**src/rtl/bus_arb_pkg.sv**
```systemverilog
// Shared types and helpers for the round-robin / fixed-priority bus arbiter.
//   arb_state_t    : grant/ownership/release state encoding
//   RR_MODE_*      : arbitration policy encodings for the RR_MODE parameter
//   pick_t         : result of a rotate-priority search (found flag + index)
//   next_rr_winner : first set request bit scanning last+1, last+2, ... mod n
package bus_arb_pkg;

  localparam int unsigned MAX_REQ   = 16;
  localparam int unsigned MAX_IDX_W = 4;

  localparam int unsigned RR_MODE_FIXED = 0;
  localparam int unsigned RR_MODE_RR    = 1;

  typedef enum logic [1:0] {
    IDLE    = 2'd0,
    GRANTED = 2'd1,
    OWNED   = 2'd2,
    TURN    = 2'd3
  } arb_state_t;

  typedef struct packed {
    logic                 found;
    logic [MAX_IDX_W-1:0] idx;
  } pick_t;

  // Rotating priority search; fixed priority is the special case last = n-1.
  function automatic pick_t next_rr_winner(input logic [MAX_REQ-1:0]   req,
                                           input logic [MAX_IDX_W-1:0] last,
                                           input int unsigned          n);
    pick_t res;
    res = '0;
    for (int unsigned off = 1; off <= MAX_REQ; off++) begin
      logic [MAX_IDX_W-1:0] idx;
      idx = MAX_IDX_W'((32'(last) + off) % n);
      if ((off <= n) && !res.found && req[idx]) begin
        res.found = 1'b1;
        res.idx   = idx;
      end
    end
    return res;
  endfunction

endpackage

```
**src/rtl/bus_arbiter_rr_if.sv**
```systemverilog
// Arbiter handshake bundle between the requesters and the arbiter.
//   in_reqcyc       : per-requester level request (bit i = requester i)
//   in_bus_busy     : OR of all requesters' busy; high while owner has a transfer in flight
//   out_grant       : one-hot grant
//   out_grant_valid : any grant asserted
//   out_grant_idx   : index of current grantee, 0 when none
//   out_timeout     : one-cycle pulse when a grant is revoked
// master = requester side, slave = arbiter side.
interface bus_arbiter_rr_if #(
  parameter int unsigned NUM_REQ = 6,
  parameter int unsigned IDX_W   = $clog2(NUM_REQ)
) ();

  logic [NUM_REQ-1:0] in_reqcyc;
  logic               in_bus_busy;
  logic [NUM_REQ-1:0] out_grant;
  logic               out_grant_valid;
  logic [IDX_W-1:0]   out_grant_idx;
  logic               out_timeout;

  modport master (
    output in_reqcyc,
    output in_bus_busy,
    input  out_grant,
    input  out_grant_valid,
    input  out_grant_idx,
    input  out_timeout
  );

  modport slave (
    input  in_reqcyc,
    input  in_bus_busy,
    output out_grant,
    output out_grant_valid,
    output out_grant_idx,
    output out_timeout
  );

endinterface

```
**src/rtl/rr_pick.sv**
```systemverilog
// Combinational rotate-priority encoder.
//   req_i     : request vector
//   last_i    : index of the most recent owner; search starts at last_i+1
//   found_c_o : some request bit is set
//   idx_c_o   : winning index (0 when nothing found)
module rr_pick
  import bus_arb_pkg::*;
#(
  parameter int unsigned NUM_REQ = 6,
  parameter int unsigned IDX_W   = $clog2(NUM_REQ)
) (
  input  logic [NUM_REQ-1:0] req_i,
  input  logic [IDX_W-1:0]   last_i,
  output logic               found_c_o,
  output logic [IDX_W-1:0]   idx_c_o
);

  pick_t pick_c;
  logic  unused_idx_hi_c;

  always_comb begin
    pick_c    = next_rr_winner(MAX_REQ'(req_i), MAX_IDX_W'(last_i), NUM_REQ);
    found_c_o = pick_c.found;
    idx_c_o   = IDX_W'(pick_c.idx);
  end

  // Upper index bits are always zero for NUM_REQ below the package maximum.
  assign unused_idx_hi_c = ^pick_c.idx;

endmodule

```
**src/rtl/bus_arbiter_rr.sv**
```systemverilog
// Shared system-bus arbiter for NUM_REQ requesters.
// Policy is round-robin (RR_MODE=1) or fixed lowest-index priority (RR_MODE=0).
// A grant walks IDLE -> GRANTED -> OWNED -> TURN -> IDLE; TURN is a dead
// cycle for bus turnaround. All outputs are registered.
// Ports:
//   clk   : system clock, rising edge
//   reset : asynchronous active-high reset
//   bus   : bus_arbiter_rr_if.slave (requests, busy, grant, grant index, timeout)
// Optional feature macro: BUS_ARBITER_TIMEOUT_EN
//   defined   : a grantee that does not raise busy within GRANT_TIMEOUT cycles
//               loses the grant, out_timeout pulses, the RR pointer skips it.
//   undefined : no counter, out_timeout tied 0, GRANTED waits indefinitely.
module bus_arbiter_rr
  import bus_arb_pkg::*;
#(
  parameter int unsigned NUM_REQ       = 6,
  parameter int unsigned RR_MODE       = 1,
  parameter int unsigned GRANT_TIMEOUT = 15,
  parameter int unsigned IDX_W         = $clog2(NUM_REQ)
) (
  input logic           clk,
  input logic           reset,
  bus_arbiter_rr_if.slave bus
);

  // Elaboration-time parameter sanity.
  if ((NUM_REQ < 2) || (NUM_REQ > MAX_REQ) || (GRANT_TIMEOUT == 0) ||
      ((RR_MODE != RR_MODE_RR) && (RR_MODE != RR_MODE_FIXED))) begin : g_cfg_err
    $error("bus_arbiter_rr: unsupported parameter combination");
  end

  arb_state_t         state_q;
  logic [NUM_REQ-1:0] grant_q;
  logic               valid_q;
  logic [IDX_W-1:0]   idx_q;
  logic [IDX_W-1:0]   last_q;

  logic               pick_found_c;
  logic [IDX_W-1:0]   pick_idx_c;
  logic [IDX_W-1:0]   pick_last_c;

  // Fixed priority is a rotation that always starts just past the top index.
  assign pick_last_c = (RR_MODE == RR_MODE_RR) ? last_q : IDX_W'(NUM_REQ - 1);

  rr_pick #(
    .NUM_REQ (NUM_REQ),
    .IDX_W   (IDX_W)
  ) u_pick (
    .req_i     (bus.in_reqcyc),
    .last_i    (pick_last_c),
    .found_c_o (pick_found_c),
    .idx_c_o   (pick_idx_c)
  );

`ifdef BUS_ARBITER_TIMEOUT_EN
  localparam int unsigned CNT_W = $clog2(GRANT_TIMEOUT + 1);

  logic [CNT_W-1:0] cnt_q;
  logic [CNT_W-1:0] cnt_d;
  logic             timeout_q;
  logic             expired_c;

  // Cycles spent in GRANTED without busy; cleared in every other state.
  always_comb begin
    cnt_d = '0;
    if (state_q == GRANTED) begin
      cnt_d = cnt_q + CNT_W'(1);
    end
  end

  assign expired_c = (cnt_q == CNT_W'(GRANT_TIMEOUT - 1));

  always_ff @(posedge clk or posedge reset) begin
    if (reset) begin
      cnt_q <= '0;
    end else begin
      cnt_q <= cnt_d;
    end
  end

  assign bus.out_timeout = timeout_q;
`else
  assign bus.out_timeout = 1'b0;
`endif

  // Grant / ownership / release state machine.
  always_ff @(posedge clk or posedge reset) begin
    if (reset) begin
      state_q   <= IDLE;
      grant_q   <= '0;
      valid_q   <= 1'b0;
      idx_q     <= '0;
      last_q    <= IDX_W'(NUM_REQ - 1);
`ifdef BUS_ARBITER_TIMEOUT_EN
      timeout_q <= 1'b0;
`endif
    end else begin
`ifdef BUS_ARBITER_TIMEOUT_EN
      timeout_q <= 1'b0;
`endif
      case (state_q)
        IDLE: begin
          // A stale busy from a previous owner blocks any new grant.
          if (!bus.in_bus_busy && pick_found_c) begin
            grant_q <= NUM_REQ'(1) << pick_idx_c;
            valid_q <= 1'b1;
            idx_q   <= pick_idx_c;
            state_q <= GRANTED;
          end
        end
        GRANTED: begin
          // Busy beats a simultaneous request drop.
          if (bus.in_bus_busy) begin
            last_q  <= idx_q;
            state_q <= OWNED;
          end else if (!bus.in_reqcyc[idx_q]) begin
            // Abandoned grant: pointer deliberately left alone.
            grant_q <= '0;
            valid_q <= 1'b0;
            idx_q   <= '0;
            state_q <= TURN;
          end
`ifdef BUS_ARBITER_TIMEOUT_EN
          else if (expired_c) begin
            grant_q   <= '0;
            valid_q   <= 1'b0;
            idx_q     <= '0;
            last_q    <= idx_q;
            timeout_q <= 1'b1;
            state_q   <= TURN;
          end
`endif
        end
        OWNED: begin
          if (!bus.in_bus_busy) begin
            grant_q <= '0;
            valid_q <= 1'b0;
            idx_q   <= '0;
            state_q <= TURN;
          end
        end
        TURN: begin
          state_q <= IDLE;
        end
        default: begin
          state_q <= IDLE;
        end
      endcase
    end
  end

  assign bus.out_grant       = grant_q;
  assign bus.out_grant_valid = valid_q;
  assign bus.out_grant_idx   = idx_q;

endmodule
```
**src/flat_wrapper.sv**
```systemverilog
// flat-port wrapper written by rule: the top's interface ports become plain ports
module bus_arbiter_rr_flat import bus_arb_pkg::*;
#(
  parameter int unsigned NUM_REQ       = 6,
  parameter int unsigned RR_MODE       = 1,
  parameter int unsigned GRANT_TIMEOUT = 15,
  parameter int unsigned IDX_W         = $clog2(NUM_REQ)
)
  (clk, reset, bus_in_reqcyc, bus_in_bus_busy, bus_out_grant, bus_out_grant_valid, bus_out_grant_idx, bus_out_timeout);
  bus_arbiter_rr_if #(.NUM_REQ(NUM_REQ), .IDX_W(IDX_W)) bus_i ();
  input logic clk;
  input logic reset;
  input wire logic [$bits(bus_i.in_reqcyc)-1:0] bus_in_reqcyc;
  input wire logic [$bits(bus_i.in_bus_busy)-1:0] bus_in_bus_busy;
  output wire logic [$bits(bus_i.out_grant)-1:0] bus_out_grant;
  output wire logic [$bits(bus_i.out_grant_valid)-1:0] bus_out_grant_valid;
  output wire logic [$bits(bus_i.out_grant_idx)-1:0] bus_out_grant_idx;
  output wire logic [$bits(bus_i.out_timeout)-1:0] bus_out_timeout;
  assign bus_i.in_reqcyc = bus_in_reqcyc;
  assign bus_i.in_bus_busy = bus_in_bus_busy;
  assign bus_out_grant = bus_i.out_grant;
  assign bus_out_grant_valid = bus_i.out_grant_valid;
  assign bus_out_grant_idx = bus_i.out_grant_idx;
  assign bus_out_timeout = bus_i.out_timeout;
  bus_arbiter_rr #(.NUM_REQ(NUM_REQ), .RR_MODE(RR_MODE), .GRANT_TIMEOUT(GRANT_TIMEOUT), .IDX_W(IDX_W)) u_core (.clk(clk), .reset(reset), .bus(bus_i));
endmodule
```
**config.mk**
```make
export PLATFORM = sky130hd
export DESIGN_NAME = bus_arbiter_rr_flat
export DESIGN_NICKNAME = d
export VERILOG_FILES = /design/src/rtl/bus_arb_pkg.sv /design/src/rtl/bus_arbiter_rr_if.sv /design/src/rtl/rr_pick.sv /design/src/rtl/bus_arbiter_rr.sv /design/src/flat_wrapper.sv
export SDC_FILE = /design/constraint.sdc
export NUM_CORES = 1
export LEC_CHECK = 0
export ABC_AREA = 1
export BUFFER_PORTS_ARGS = -buffer_cell sky130_fd_sc_hd__buf_4
export CAP_MARGIN = 20
export CORE_AREA = 2 2 66 68
export DETAILED_ROUTE_END_ITERATION = 12
export DIE_AREA = 0 0 68 70
export GPL_TIMING_DRIVEN = 0
export HOLD_SLACK_MARGIN = 0.03
export PLACE_DENSITY = 0.7
export SYNTH_ARGS = -nofsm -noshare
export SYNTH_HDL_FRONTEND = slang
export SYNTH_SLANG_ARGS = --single-unit
export TNS_END_PERCENT = 30
```
**constraint.sdc**
```tcl
create_clock -name clk -period 3.4 [get_ports clk]
set_input_delay 0.68 -clock clk [delete_from_list [all_inputs] [get_ports clk]]
set_output_delay 0.68 -clock clk [all_outputs]
set_load 0.01 [all_outputs]
```
==> impl_metrics.json <==
{
  "yosysSeqAreaShare": 0.184,
  "grt_start_max_net_pins": 16,
  "dpl.hpwl_mm": 3.62,
  "drc": 0,
  "hold-worst-slack_ns": 0.481,
  "rows": 24,
  "post_synth_inst_count": 319,
  "routed_wirelength_mm": 4.39,
  "die_area_mm2": 0.00476,
  "post_drt_wl_per_cell_um": 11.0,
  "timing.rr.end": "u_core.bus.out_grant_idx[1]$_DFFE_PP0P_",
  "fmax_ghz": 0.321,
  "gp_congestion": 0.939,
  "clkSinkCount": 15,
  "status": "finished, final reports clean",
  "path_clk_slew_ns": 0.06,
  "syn_to_final_growth_pct": 14.1,
  "place_ws_ns": 0.0648,
  "drv_slew": 0,
  "htree_levels": 1,
  "dp_cells": 389,
  "path_buf_inv": 4,
  "postPlaceCellArea_mm2": 0.00225,
  "clock_path_buffers": 2,
  "max_stage_delay_ns": 0.57,
  "fillers": 424,
  "synthesis.yosys.warnings": 0,
  "critPathMaxFanout": 10,
  "worstSetupEndpointType": "register",
  "syn_area_per_cell_um2": 6.44,
  "grt_antenna_before_repair": 0,
  "cp_data_arrival_time_ns": 3.26,
  "start_util": 0.496,
  "synth_top_area_share": 0.188,
  "clockRootBuffer": "clkbuf_8",
  "via_per_inst": 4.95,
  "coreArea_mm2": 0.00414,
  "cts_tree": "built",
  "crit_chain": "inv_1 > ha_1 > inv_1 > nand2_1 > nand2_1 > ha_1 > inv_1 > nand3_2 > nand2_4 > nand3_2 > nand2_1 > nand3_1 > nand2_2 > nand2_2 > nor2_2 > nor2_1 > nand4_1 > nand2_1 > nand2_2 > nand2_2 > buf_6 > nand2_1 > o21ai_1",
  "die_w_um": 68,
  "syn_nets": 351,
  "drive_above_1_share": 0.234,
  "synth_seq_cells": 15,
  "grt_pass1_vias": 1843,
  "yosysMostFrequentCell": "nand2_1",
  "required_ns": 3.54,
  "die_y_um": 70,
  "synthTopCellsByArea": "nand2_1 (19%), dfrtp_1 (16%), ha_1 (14%)",
  "first_pass_iters": 5,
  "numPortBuffers": 18,
  "drt_iter0_markers": 65,
  "cts-hold-fix-buffers": 0,
  "synthFlopType": "dfrtp_1",
  "hp-class": "in -> async",
  "crit_family": "simple AND/OR/NAND/NOR gates",
  "antenna_left": 0,
  "synth_common_cells": "nand2_1 (103), inv_1 (44), nand3_1 (32)",
  "rr_worst_depth": 23,
  "slowest_stage": "dfstp_2",
  "max_slew_margin": 0.619,
  "clk_latency_ns": 0.25,
  "io_pins": 20,
  "skew_ns": 0.00432,
  "cp_common_cell": "nand2_1",
  "setup_viol": 0,
  "grt_pass1_wl_mm": 7.48,
  "yosys.area.top_type": "nand2_1",
  "stdcell_count": 398,
  "startpoint_type": "register",
  "async_reset_ff_frac": 1.00,
  "post-route-period-util": 0.915,
  "synth_area_mm2": 0.00205,
  "vias": 1972,
  "synth_edf_count": 0,
  "diodes": 0,
  "post-route-min-period_ns": 3.11,
  "critPathKind": "reg -> reg",
  "timing.final.ws_setup_ns": 0.288,
  "yosysUniqueCellTypes": 32,
  "grt_usage": 0.198,
  "finalInstanceArea_mm2": 0.00234,
  "r2r-start": "u_core.last_q[0]$_DFFE_PP1P_",
  "numCtsBuffers": 3,
  "final_hold_viol_count": 0,
  "r2r_slack_ns": 0.29,
  "tightest_slew_ns": 0.571,
  "cap_violations": 0,
  "nets": 379,
  "overflow": 0
}
## final cells by class
cell class / instances / area [um2] / share of cell area
buffer: 5 / 35.0 / 0.0149
clock buffer: 3 / 41.3 / 0.0176
clock inverter: 1 / 5.00 / 0.00214
inverter: 53 / 199 / 0.0849
multi-input combinational: 246 / 1450 / 0.617
sequential: 15 / 379 / 0.162
tap: 52 / 65.1 / 0.0278
timing repair buffer: 23 / 173 / 0.0737
## sequential cells by signal, indices dropped and copies added, names as in the netlist
name	flops
u_core.bus.out_grant_valid	1
u_core.bus.out_grant_idx	3
u_core.bus.out_grant	6
u_core.last_q	3
u_core.state_q	2
## how the worst max path moves through the flow
| stage | startpoint | endpoint | cells after the start |
|---|---|---|---|
| 2_1_floorplan | u_core.last_q[2]$_DFFE_PP1P_ | u_core.bus.out_grant[1]$_DFFE_PP0P_ | 21 |
| 3_3_place_gp | u_core.last_q[2]$_DFFE_PP1P_ | u_core.bus.out_grant_idx[0]$_DFFE_PP0P_ | 19 |
| 3_5_place_dp | u_core.last_q[2]$_DFFE_PP1P_ | u_core.bus.out_grant_idx[1]$_DFFE_PP0P_ | 18 |
| 4_1_cts | u_core.last_q[2]$_DFFE_PP1P_ | u_core.bus.out_grant_idx[0]$_DFFE_PP0P_ | 19 |
| 5_1_grt | u_core.last_q[0]$_DFFE_PP1P_ | u_core.bus.out_grant_idx[0]$_DFFE_PP0P_ | 22 |
| 6_report | u_core.last_q[0]$_DFFE_PP1P_ | u_core.bus.out_grant_idx[1]$_DFFE_PP0P_ | 23 |
## metrics by stage
| step | setup TNS, ns | util |
|---|---|---|
| floorplan | 0 | - |
| global placement | 0 | 0.544 |
| detailed placement | 0 | 0.544 |
| CTS | 0 | 0.555 |
| global route | -0.0155 | 0.566 |
| finish | 0 | 0.566 |
## routing by layer
metal,vias to the layer above,wire [um],share of wire,track usage
li1,1062,-,-,-
met4,0,63,0.014,0.0556
met2,26,2120,0.48,0.350
met3,7,81,0.018,0.00966
met5,-,0,0,0
met1,877,2130,0.48,0.254
## kinds of logic after synthesis
family                     count (synthesis)  share of synthesized area
adders and majority gates                 23                      0.140
and+or+nand+nor                          191                      0.465
DFF                                       15                      0.184
other                                      1                    0.00183
buffers and inverters                     58                      0.114
xor gates and xnor gates                   2                    0.00853
AOI/OAI and AO/OA                         29                     0.0865
## placed cells by master (no fill, tap or decap), types with 2 or more instances in the layout
master | Yosys | layout
nor2_4 | 3 | 3
dfstp_2 | 2 | 2
nand3_1 | 32 | 32
nand2_2 | 10 | 10
inv_2 | 9 | 9
clkbuf_8 | 0 | 3
buf_4 | 2 | 25
inv_1 | 44 | 44
nand3_2 | 12 | 12
nor2_2 | 5 | 5
nand3b_1 | 2 | 2
xor2_1 | 2 | 2
o211ai_1 | 3 | 3
nand2_4 | 4 | 4
nand2_1 | 103 | 103
o21ai_0 | 10 | 10
dfrtp_1 | 13 | 12
ha_1 | 23 | 23
o21ai_1 | 5 | 5
a21oi_1 | 6 | 5
nand4_1 | 4 | 4
nor2_1 | 14 | 14
## repair_timing
action                                  4_1_cts  5_1_grt
setup buffers                                 0        5
hold endpoints to repair                      0        0
endpoints found under the setup margin        0       12
resized for setup                             0        2
Power is left out: the tool's default activity adds up to more than one toggle a clock period on the data nets, which glitch-free logic cannot reach.
